<file path="config.mk">
export PLATFORM = sky130hd
export DESIGN_NAME = decrypt_sequencer
export DESIGN_NICKNAME = d
export VERILOG_FILES = /design/src/rtl/decrypt_sequencer_pkg.sv /design/src/rtl/decrypt_sequencer_seq_counter.sv /design/src/rtl/decrypt_sequencer.sv
export SDC_FILE = /design/constraint.sdc
export NUM_CORES = 1
export LEC_CHECK = 0
export CAP_MARGIN = 20
export CORE_ASPECT_RATIO = 0.9
export CORE_MARGIN = 8
export CORE_UTILIZATION = 25
export CTS_CLUSTER_SIZE = 8
export DETAILED_ROUTE_END_ITERATION = 16
export PLACE_DENSITY_LB_ADDON = 0.25
export SYNTH_ARGS = -nofsm -noshare
export SYNTH_HDL_FRONTEND = slang
export SYNTH_SLANG_ARGS = --single-unit
</file>
<file path="constraint.sdc">
create_clock -name clock -period 5.1 [get_ports clock]
set_input_delay 0.765 -clock clock [delete_from_list [all_inputs] [get_ports clock]]
set_output_delay 0.765 -clock clock [all_outputs]
set_load 0.01 [all_outputs]
</file>
<file path="src/rtl/decrypt_sequencer_pkg.sv">
// rtl/decrypt_sequencer_pkg.sv - shared encodings, defaults and helpers for the decrypt sequencer
package decrypt_sequencer_pkg;

    localparam int BUF_LEN_DEFAULT      = 108;
    localparam int RESULT_BASE_DEFAULT  = 1500;
    localparam int EXEC_TIMEOUT_DEFAULT = 1 << 20;

    // Processor enable encodings seen by the integration (2'b11 is never driven)
    localparam logic [1:0] CPU_IDLE  = 2'b00;
    localparam logic [1:0] CPU_WRITE = 2'b01;
    localparam logic [1:0] CPU_EXEC  = 2'b10;

    // Per-character buffer write phases
    localparam logic [1:0] WS_LOAD = 2'b00;
    localparam logic [1:0] WS_HOLD = 2'b01;
    localparam logic [1:0] WS_ADV  = 2'b10;

    typedef logic [2:0] state_t;

    localparam state_t ST_IDLE    = 3'd0;
    localparam state_t ST_FILL    = 3'd1;
    localparam state_t ST_WR_HOLD = 3'd2;
    localparam state_t ST_WR_ADV  = 3'd3;
    localparam state_t ST_EXEC    = 3'd4;
    localparam state_t ST_RD_ADDR = 3'd5;
    localparam state_t ST_RD_WAIT = 3'd6;
    localparam state_t ST_RD_OUT  = 3'd7;

    // Bits needed to hold any value 0..max_value
    function automatic int cnt_width(input int max_value);
        return (max_value < 2) ? 1 : $clog2(max_value + 1);
    endfunction

    // Readback address, wrapping modulo the 4096-word RAM
    function automatic logic [11:0] readback_addr(input int base, input int index);
        return 12'(base + index);
    endfunction

endpackage

</file>
<file path="src/rtl/decrypt_sequencer_seq_counter.sv">
// rtl/decrypt_sequencer_seq_counter.sv - clear/enable up-counter with terminal-count compare
module seq_counter #(
    parameter int WIDTH = 8
) (
    input  logic             clock,
    input  logic             reset,
    input  logic             clear,
    input  logic             enable,
    input  logic [WIDTH-1:0] terminal,
    output logic [WIDTH-1:0] count,
    output logic             at_terminal
);

    // Clear wins over enable so a new job always starts from zero
    always_ff @(posedge clock or negedge reset) begin
        if (!reset) begin
            count <= '0;
        end else if (clear) begin
            count <= '0;
        end else if (enable) begin
            count <= count + WIDTH'(1);
        end
    end

    assign at_terminal = (count == terminal);

endmodule

</file>
<file path="src/rtl/decrypt_sequencer.sv">
// rtl/decrypt_sequencer.sv - streams a ciphertext job into the processor buffer, runs it, reads plaintext back
module decrypt_sequencer
    import decrypt_sequencer_pkg::*;
#(
    parameter int BUF_LEN      = BUF_LEN_DEFAULT,
    parameter int RESULT_BASE  = RESULT_BASE_DEFAULT,
    parameter int EXEC_TIMEOUT = EXEC_TIMEOUT_DEFAULT
) (
    input  logic        clock,
    input  logic        reset,
    input  logic        start,
    input  logic [7:0]  rx_data,
    input  logic        rx_valid,
    output logic        rx_ready,
    input  logic        done,
    input  logic [31:0] mem_rdata,
    output logic [7:0]  char_buffer_data,
    output logic [1:0]  cpu_en,
    output logic [1:0]  wrstate,
    output logic [11:0] read_addr,
    output logic [7:0]  out_data,
    output logic        out_valid,
    input  logic        out_ready,
    output logic        busy,
    output logic        timeout_err
);

    localparam int CHAR_W = cnt_width(BUF_LEN);
    localparam int TMO_W  = cnt_width(EXEC_TIMEOUT - 1);

    state_t              state;
    logic [CHAR_W-1:0]   char_cnt;
    logic [CHAR_W-1:0]   idx_cnt;
    logic [TMO_W-1:0]    tmo_cnt;
    logic                char_last;
    logic                idx_last;
    logic                tmo_last;
    logic                start_job;
    logic                out_fire;
    logic                unused_bits;

    assign start_job = (state == ST_IDLE) && start;
    assign out_fire  = (state == ST_RD_OUT) && out_valid && out_ready;

    // Only the low byte of each result word carries plaintext
    assign unused_bits = ^{mem_rdata[31:8], char_cnt, tmo_cnt};

    seq_counter #(.WIDTH(CHAR_W)) u_char_cnt (
        .clock       (clock),
        .reset       (reset),
        .clear       (start_job),
        .enable      (state == ST_WR_ADV),
        .terminal    (CHAR_W'(BUF_LEN - 1)),
        .count       (char_cnt),
        .at_terminal (char_last)
    );

    seq_counter #(.WIDTH(CHAR_W)) u_idx_cnt (
        .clock       (clock),
        .reset       (reset),
        .clear       (start_job || ((state == ST_EXEC) && done)),
        .enable      (out_fire),
        .terminal    (CHAR_W'(BUF_LEN - 1)),
        .count       (idx_cnt),
        .at_terminal (idx_last)
    );

    seq_counter #(.WIDTH(TMO_W)) u_tmo_cnt (
        .clock       (clock),
        .reset       (reset),
        .clear       (start_job),
        .enable      ((state == ST_EXEC) && !done),
        .terminal    (TMO_W'(EXEC_TIMEOUT - 1)),
        .count       (tmo_cnt),
        .at_terminal (tmo_last)
    );

    // Job sequencing; read_addr is loaded one state ahead so it is valid throughout RD_ADDR
    always_ff @(posedge clock or negedge reset) begin
        if (!reset) begin
            state            <= ST_IDLE;
            char_buffer_data <= 8'h00;
            read_addr        <= 12'h000;
            out_data         <= 8'h00;
            out_valid        <= 1'b0;
            timeout_err      <= 1'b0;
        end else begin
            case (state)
                ST_IDLE: begin
                    if (start) begin
                        state       <= ST_FILL;
                        timeout_err <= 1'b0;
                    end
                end
                ST_FILL: begin
                    if (rx_valid) begin
                        char_buffer_data <= rx_data;
                        state            <= ST_WR_HOLD;
                    end
                end
                ST_WR_HOLD: begin
                    state <= ST_WR_ADV;
                end
                ST_WR_ADV: begin
                    state <= char_last ? ST_EXEC : ST_FILL;
                end
                ST_EXEC: begin
                    if (done) begin
                        state     <= ST_RD_ADDR;
                        read_addr <= readback_addr(RESULT_BASE, 0);
                    end else if (tmo_last) begin
                        state       <= ST_IDLE;
                        timeout_err <= 1'b1;
                    end
                end
                ST_RD_ADDR: begin
                    state <= ST_RD_WAIT;
                end
                ST_RD_WAIT: begin
                    out_data  <= mem_rdata[7:0];
                    out_valid <= 1'b1;
                    state     <= ST_RD_OUT;
                end
                ST_RD_OUT: begin
                    if (out_ready) begin
                        out_valid <= 1'b0;
                        if (idx_last) begin
                            state <= ST_IDLE;
                        end else begin
                            state     <= ST_RD_ADDR;
                            read_addr <= readback_addr(RESULT_BASE, int'(idx_cnt) + 1);
                        end
                    end
                end
                default: begin
                    state <= ST_IDLE;
                end
            endcase
        end
    end

    // Mode outputs decode straight from the state register
    always_comb begin
        cpu_en   = CPU_IDLE;
        wrstate  = WS_LOAD;
        rx_ready = 1'b0;
        busy     = (state != ST_IDLE);
        case (state)
            ST_FILL: begin
                cpu_en   = CPU_WRITE;
                rx_ready = 1'b1;
            end
            ST_WR_HOLD: begin
                cpu_en  = CPU_WRITE;
                wrstate = WS_HOLD;
            end
            ST_WR_ADV: begin
                cpu_en  = CPU_WRITE;
                wrstate = WS_ADV;
            end
            ST_EXEC: begin
                cpu_en = CPU_EXEC;
            end
            default: begin
                cpu_en = CPU_IDLE;
            end
        endcase
    end

endmodule

</file>
# [Word-level counts from Yosys, hierarchy flattened]
# Cells that the tools add are included.
[classes] addsub=5 multipliers=0 div=0 magnitude_cmp=0 n_eq_ne=18 n_shift=0 muxes=27 bitwise=0 n_reduce_logical=21
[ops] op="20-bit two-way mux" n=2
[ops] op="12-bit two-way mux" n=3
[ops] op="7-bit two-way mux" n=4
[ops] op="12-bit one-hot mux with 2 select lines" n=1
[ops] op="3-bit one-hot mux with 8 select lines" n=1
[ops] op="3-bit two-way mux" n=7
[ops] op="20-bit by 1-bit adder with 20-bit output, second input constant" n=1
[ops] op="20-bit equality test, second input constant" n=1
[ops] op="7-bit by 1-bit adder with 7-bit output, second input constant" n=2
[ops] op="7-bit equality test, second input constant" n=2
[ops] op="2-bit != test, second input constant" n=7
[ops] op="11-bit by 8-bit adder with 12-bit output, first input constant" n=1
[ops] op="3-bit equality test, second input constant" n=4
[ops] op="4-bit AND reduction" n=3
[ops] op="2-bit nonzero test" n=6
[ops] op="7-bit by 1-bit adder with 8-bit output, second input constant" n=1
[ops] op="2-bit one-hot mux with 2 select lines" n=2
[ops] op="3-bit by 2-bit equality test with 1-bit output, second input constant" n=2
[ops] op="1-bit logical AND" n=5
[ops] op="1-bit two-way mux" n=5
[ops] op="1-bit one-hot mux with 2 select lines" n=2
[ops] op="2-bit AND reduction" n=2
[ops] op="3-bit by 1-bit equality test with 1-bit output, second input constant" n=1
[ops] op="3-bit zero test" n=1
[ops] op="5 further kinds" n=5
[totals] ff_bits=67 latch_bits=0 mem_bits_rw=0 romBits=0 inputBits=46 word_cells=80 mem_count=0

# [Logic depth before layout (Yosys ltp)]
[depth] depth_word=5 mapped_depth=8 ltp_nobuf=7

# [By module]
# Synthesis repeated with hierarchy kept, for this count alone.
[hier_totals] cells_unflattened=359 area_unflattened_um2=3622.2
[modules_own_cells] mod="decrypt_sequencer" instances=1 cells_per_inst=144 area_each_um2=1599.0
[modules_own_cells] mod="seq_counter at u_tmo_cnt" instances=1 cells_per_inst=135 area_each_um2=1232.4
[modules_own_cells] mod="seq_counter at u_char_cnt ..." instances=2 cells_per_inst=40 area_each_um2=395.4

# [Least setup slack after synthesis]
# Ideal clock, no wire load.
[synth_path] kind="reg-to-output" from="register state[0]" to="output port cpu_en[0]" arrival_time_ns=1.351 t_required_ns=4.335 setup_slack_ns=2.984 path_stages_with_launch=6 path_cell_list="dfrtp_1 > ha_1 > buf_2 > nor2b_1 > buf_2 > or3_1"
[synth_via] elab_chain_len=3
[synth_rtl] element="start, declared" line_no="decrypt_sequencer.sv:31" rtl="state_t state;"
[synth_rtl] element="start signal, assigned" line_no="decrypt_sequencer.sv:105" rtl="state <= char_last ? ST_EXEC : ST_FILL;"
[synth_rtl] element="3-bit by 2-bit equality test with 1-bit output / 3-bit by 1-bit equality test with 1-bit output (equally long branches)" line_no="decrypt_sequencer.sv:148" rtl="case (state)"
[synth_rtl] element="3-bit OR reduction (no line)"
[synth_rtl] element="2-bit one-hot mux with 2 select lines (*)" line_no="decrypt_sequencer.sv:148"
[synth_rtl] element="end, declared" line_no="decrypt_sequencer.sv:18" rtl="output logic [1:0] cpu_en,"
# Every way passes the cells marked *; elsewhere a longest branch is shown, timed or not.

# [Final worst setup path]
[layout_path] from="register state[1]" to="output port cpu_en[0]"
# Same word-level chain as after synthesis.

==> metrics <==
status finished, final reports clean; CTS max path bufs 2; Largest delay share family, worst path simple AND/OR/NAND/NOR gates; Slowest cell on crit path nor2b_1; Max rail drop VDD 0.0001935 V; die area 16840 µm²; Synth Instances 305; post-synthesis sequential area ratio 51.04%; Sw Ratio between 20% and 30%; static leakage around 1.9 nW; PortBufs 56; vias 2360; Antenna Cells 0; internal power between 0.001 and 0.0015 W; RSZ-0062 raised after global routing false; Die X 135.9 µm; Yosys reg bits 66; top-count cell post-synth dfrtp_1; Antenna Violating Nets Remaining 0; Synth warnings 0; pwr/cell area around 430 nW/µm²; routed wire length 7321 µm; GRT Residual Overflow 0; total of max-cap violations 0; Synth Cell Area 3236 µm²; path depth of the worst reg2reg path 7; gpl congestion 0.7579; Combinational Power Share 28.0%; Fmax approximately 320 MHz; register share of total power 37.2%; CP Launch Type flip-flop; Worst Path Max Fanout 9; Worst Setup Path Type reg -> out; initial antenna violation count 0; number of fill cells approximately 1300; FF+latch area 1652 µm²; IO Count 82; hold-fix buffers at CTS 0; Req. time, crit path about 4300 ps; root buffer cell clkbuf_16; CP Buf/Inv Count 1; share of layout cells above drive strength 1 10.74%; clk sinks between 60 and 70; DRT iter0 DRCs around 120; Post-synth EDFFs 0; Worst Hold Class reg -> reg; Final min period about 3100 ps; crit path DAT between 2000 and 2500 ps; core area 12690 µm²; Nets 412; top_reg_cell synth dfrtp_1; clock slew at reported path FFs ~50 ps; top cells by area in the synthesized netlist dfrtp_1 (51%), xor2_1 (6.5%), mux2_2 (5.6%); Sum Neg Setup Slack 0 ps; first-pass GRT wire length 12220 µm; Post-synth ARST share 100.0%; Hold EP read_addr[10]$_DFFE_PN0P_; Post-CTS Setup Bufs 0; vias in the first global route about 2400; Worst Hold Launch read_addr[10]$_DFFE_PN0P_; R2R Path Start state[0]$_DFFE_PN0P_; Area Growth Syn to Fin 30.74%; max_slew headroom approximately a third; Mapped Nets 358; Layout Skew 7.682 ps; Slew @ Worst Pin 1020 ps; CP cell instances ha_1, nor2b_1, or3_1, clkdlybuf4s50_1; htree depth 3; CTS resizes 0; post-synthesis cell type count 46; Synth top cells by count dfrtp_1 (66), nor2_1 (37), xor2_1 (24), mux2_2 (16), nand3_1 (16); # DRC 0; WHS Path Cells 1; Multi-input gate area 1456 µm²; TritonCTS clock tree built; DP HPWL 5051 µm; Yosys top cell by area dfrtp_1; Rows 39; Critical Path End Type output port; slowest stage delay, CP 580 ps; wire length per cell 13.89 µm; Die Ht 123.9 µm; initial core utilization 25.50%; Slew Limit Fails 0; router iterations before antenna repair 4; pin count of the biggest net entering global routing 67; Skew-Pair Late Insertion Delay 330 ps; FF-to-FF setup slack 2940 ps; core occupancy in the finished layout 33.34%; Power Total 0.001816 W; R2R Path End u_tmo_cnt.count[11]$_DFFE_PN0P_; period utilisation layout between 60% and 70%; Num CTS Buffers 9; mean post-synth cell area 10.61 µm²; Clk pwr share between 30% and 40%; Final Hold Vio Count 0; GRT Resource Usage Total 9.310%; post-synth top area share 51.04%; switching pwr 0.0005074 W; vias per inst 4.478; Setup-failing EPs final 0
==> layout make-up <==
| class | count | area share [%] |
|---|---|---|
| Multi-Input combinational cell | 213 | 34.43 |
| Inverter | 11 | 0.9760 |
| Clock inverter | 2 | 0.8282 |
| Sequential cell | 66 | 39.04 |
| Clock buffer | 13 | 6.389 |
| Tap cell | 164 | 4.851 |
| Timing Repair Buffer | 58 | 13.49 |
==> registers in the layout (all words and copies together), names as in the netlist <==
register          count
out_data              8
out_valid             1
u_tmo_cnt.count      20
char_buffer_data      8
u_char_cnt.count      7
read_addr            11
timeout_err           1
u_idx_cnt.count       7
state                 3
==> worst reg2reg max path, cell delays in order (launching register included) <==
cell     delay, ps
dfrtp_1        400
inv_1          110
ha_1           320
and4b_1        280
and3_1         370
nand2_4        110
or3_1          360
a21oi_1        140
==> placed cells by master (no fill, tap or decap), drive strengths merged, types with 9 or more instances in the layout <==
master,n
nor2,37
clkdlybuf4s50,55
nand4,9
inv,11
a21oi,11
dfrtp,66
nand3,16
clkbuf,13
nand2,14
xor2,24
mux2,17
==> worst max path at each step <==
stage                          from                       end  slack [ps]  cells after the start
6_report       state[1]$_DFFE_PN0P_                 cpu_en[0]        1980                      4
5_1_grt        state[1]$_DFFE_PN0P_                 cpu_en[0]        1790                      4
4_1_cts        state[1]$_DFFE_PN0P_                 cpu_en[0]        1950                      4
3_5_place_dp                   done  read_addr[4]$_DFFE_PN0P_        2130                      5
3_3_place_gp                   done  read_addr[4]$_DFFE_PN0P_        2120                      5
2_1_floorplan  state[0]$_DFFE_PN0P_                 cpu_en[0]        2980                      5
==> kinds of logic (layout without fill, tap and decap cells) <==
group	Yosys count	in the layout	share of synthesized area, %
AND/OR/NAND/NOR	115	115	19.14
flip-flops	66	66	51.04
AO/OA/AOI/OAI	37	37	7.231
XOR/XNOR	32	32	8.662
buffers and inverters	26	84	3.944
multiplexers	21	21	7.154
adder cells (fa/ha/maj)	7	7	2.707
other	1	1	0.1159
==> metal layers <==
metal  global-route usage (%)  wire length [µm]  share of wire [%]  vias to the layer above
met5                        0                 0                  0                        -
met4                    3.633                91                1.2                        0
met3                    4.194               490                6.7                        5
met2                    13.47              3210                 44                       56
met1                    11.92              3528                 48                     1138
li1                         -                 -                  -                     1161
==> stage by stage <==
step	hold slack [ps]	std cells	worst slack, ps	instance area, µm²
3_3_place_gp	454.3	511	2122	3918
3_5_place_dp	458.1	511	2132	3918
6_report	472.3	527	1976	4230
5_1_grt	498.6	527	1794	4230
2_1_floorplan	469.4	305	2984	3236
4_1_cts	470.0	526	1948	4223
==> power groups by stage <==
stage | Combinational, W | Clock, W | Sequential (W)
final | 0.000508 | 0.000633 | 0.000675
after CTS | 0.000520 | 0.000655 | 0.000676
after detailed placement | 0.000517 | 0 | 0.000685
after global routing | 0.000556 | 0.000684 | 0.000688
after floorplan | 0.000253 | 0 | 0.000701
after global placement | 0.000513 | 0 | 0.000679
Power figures use the tool's default switching activity.
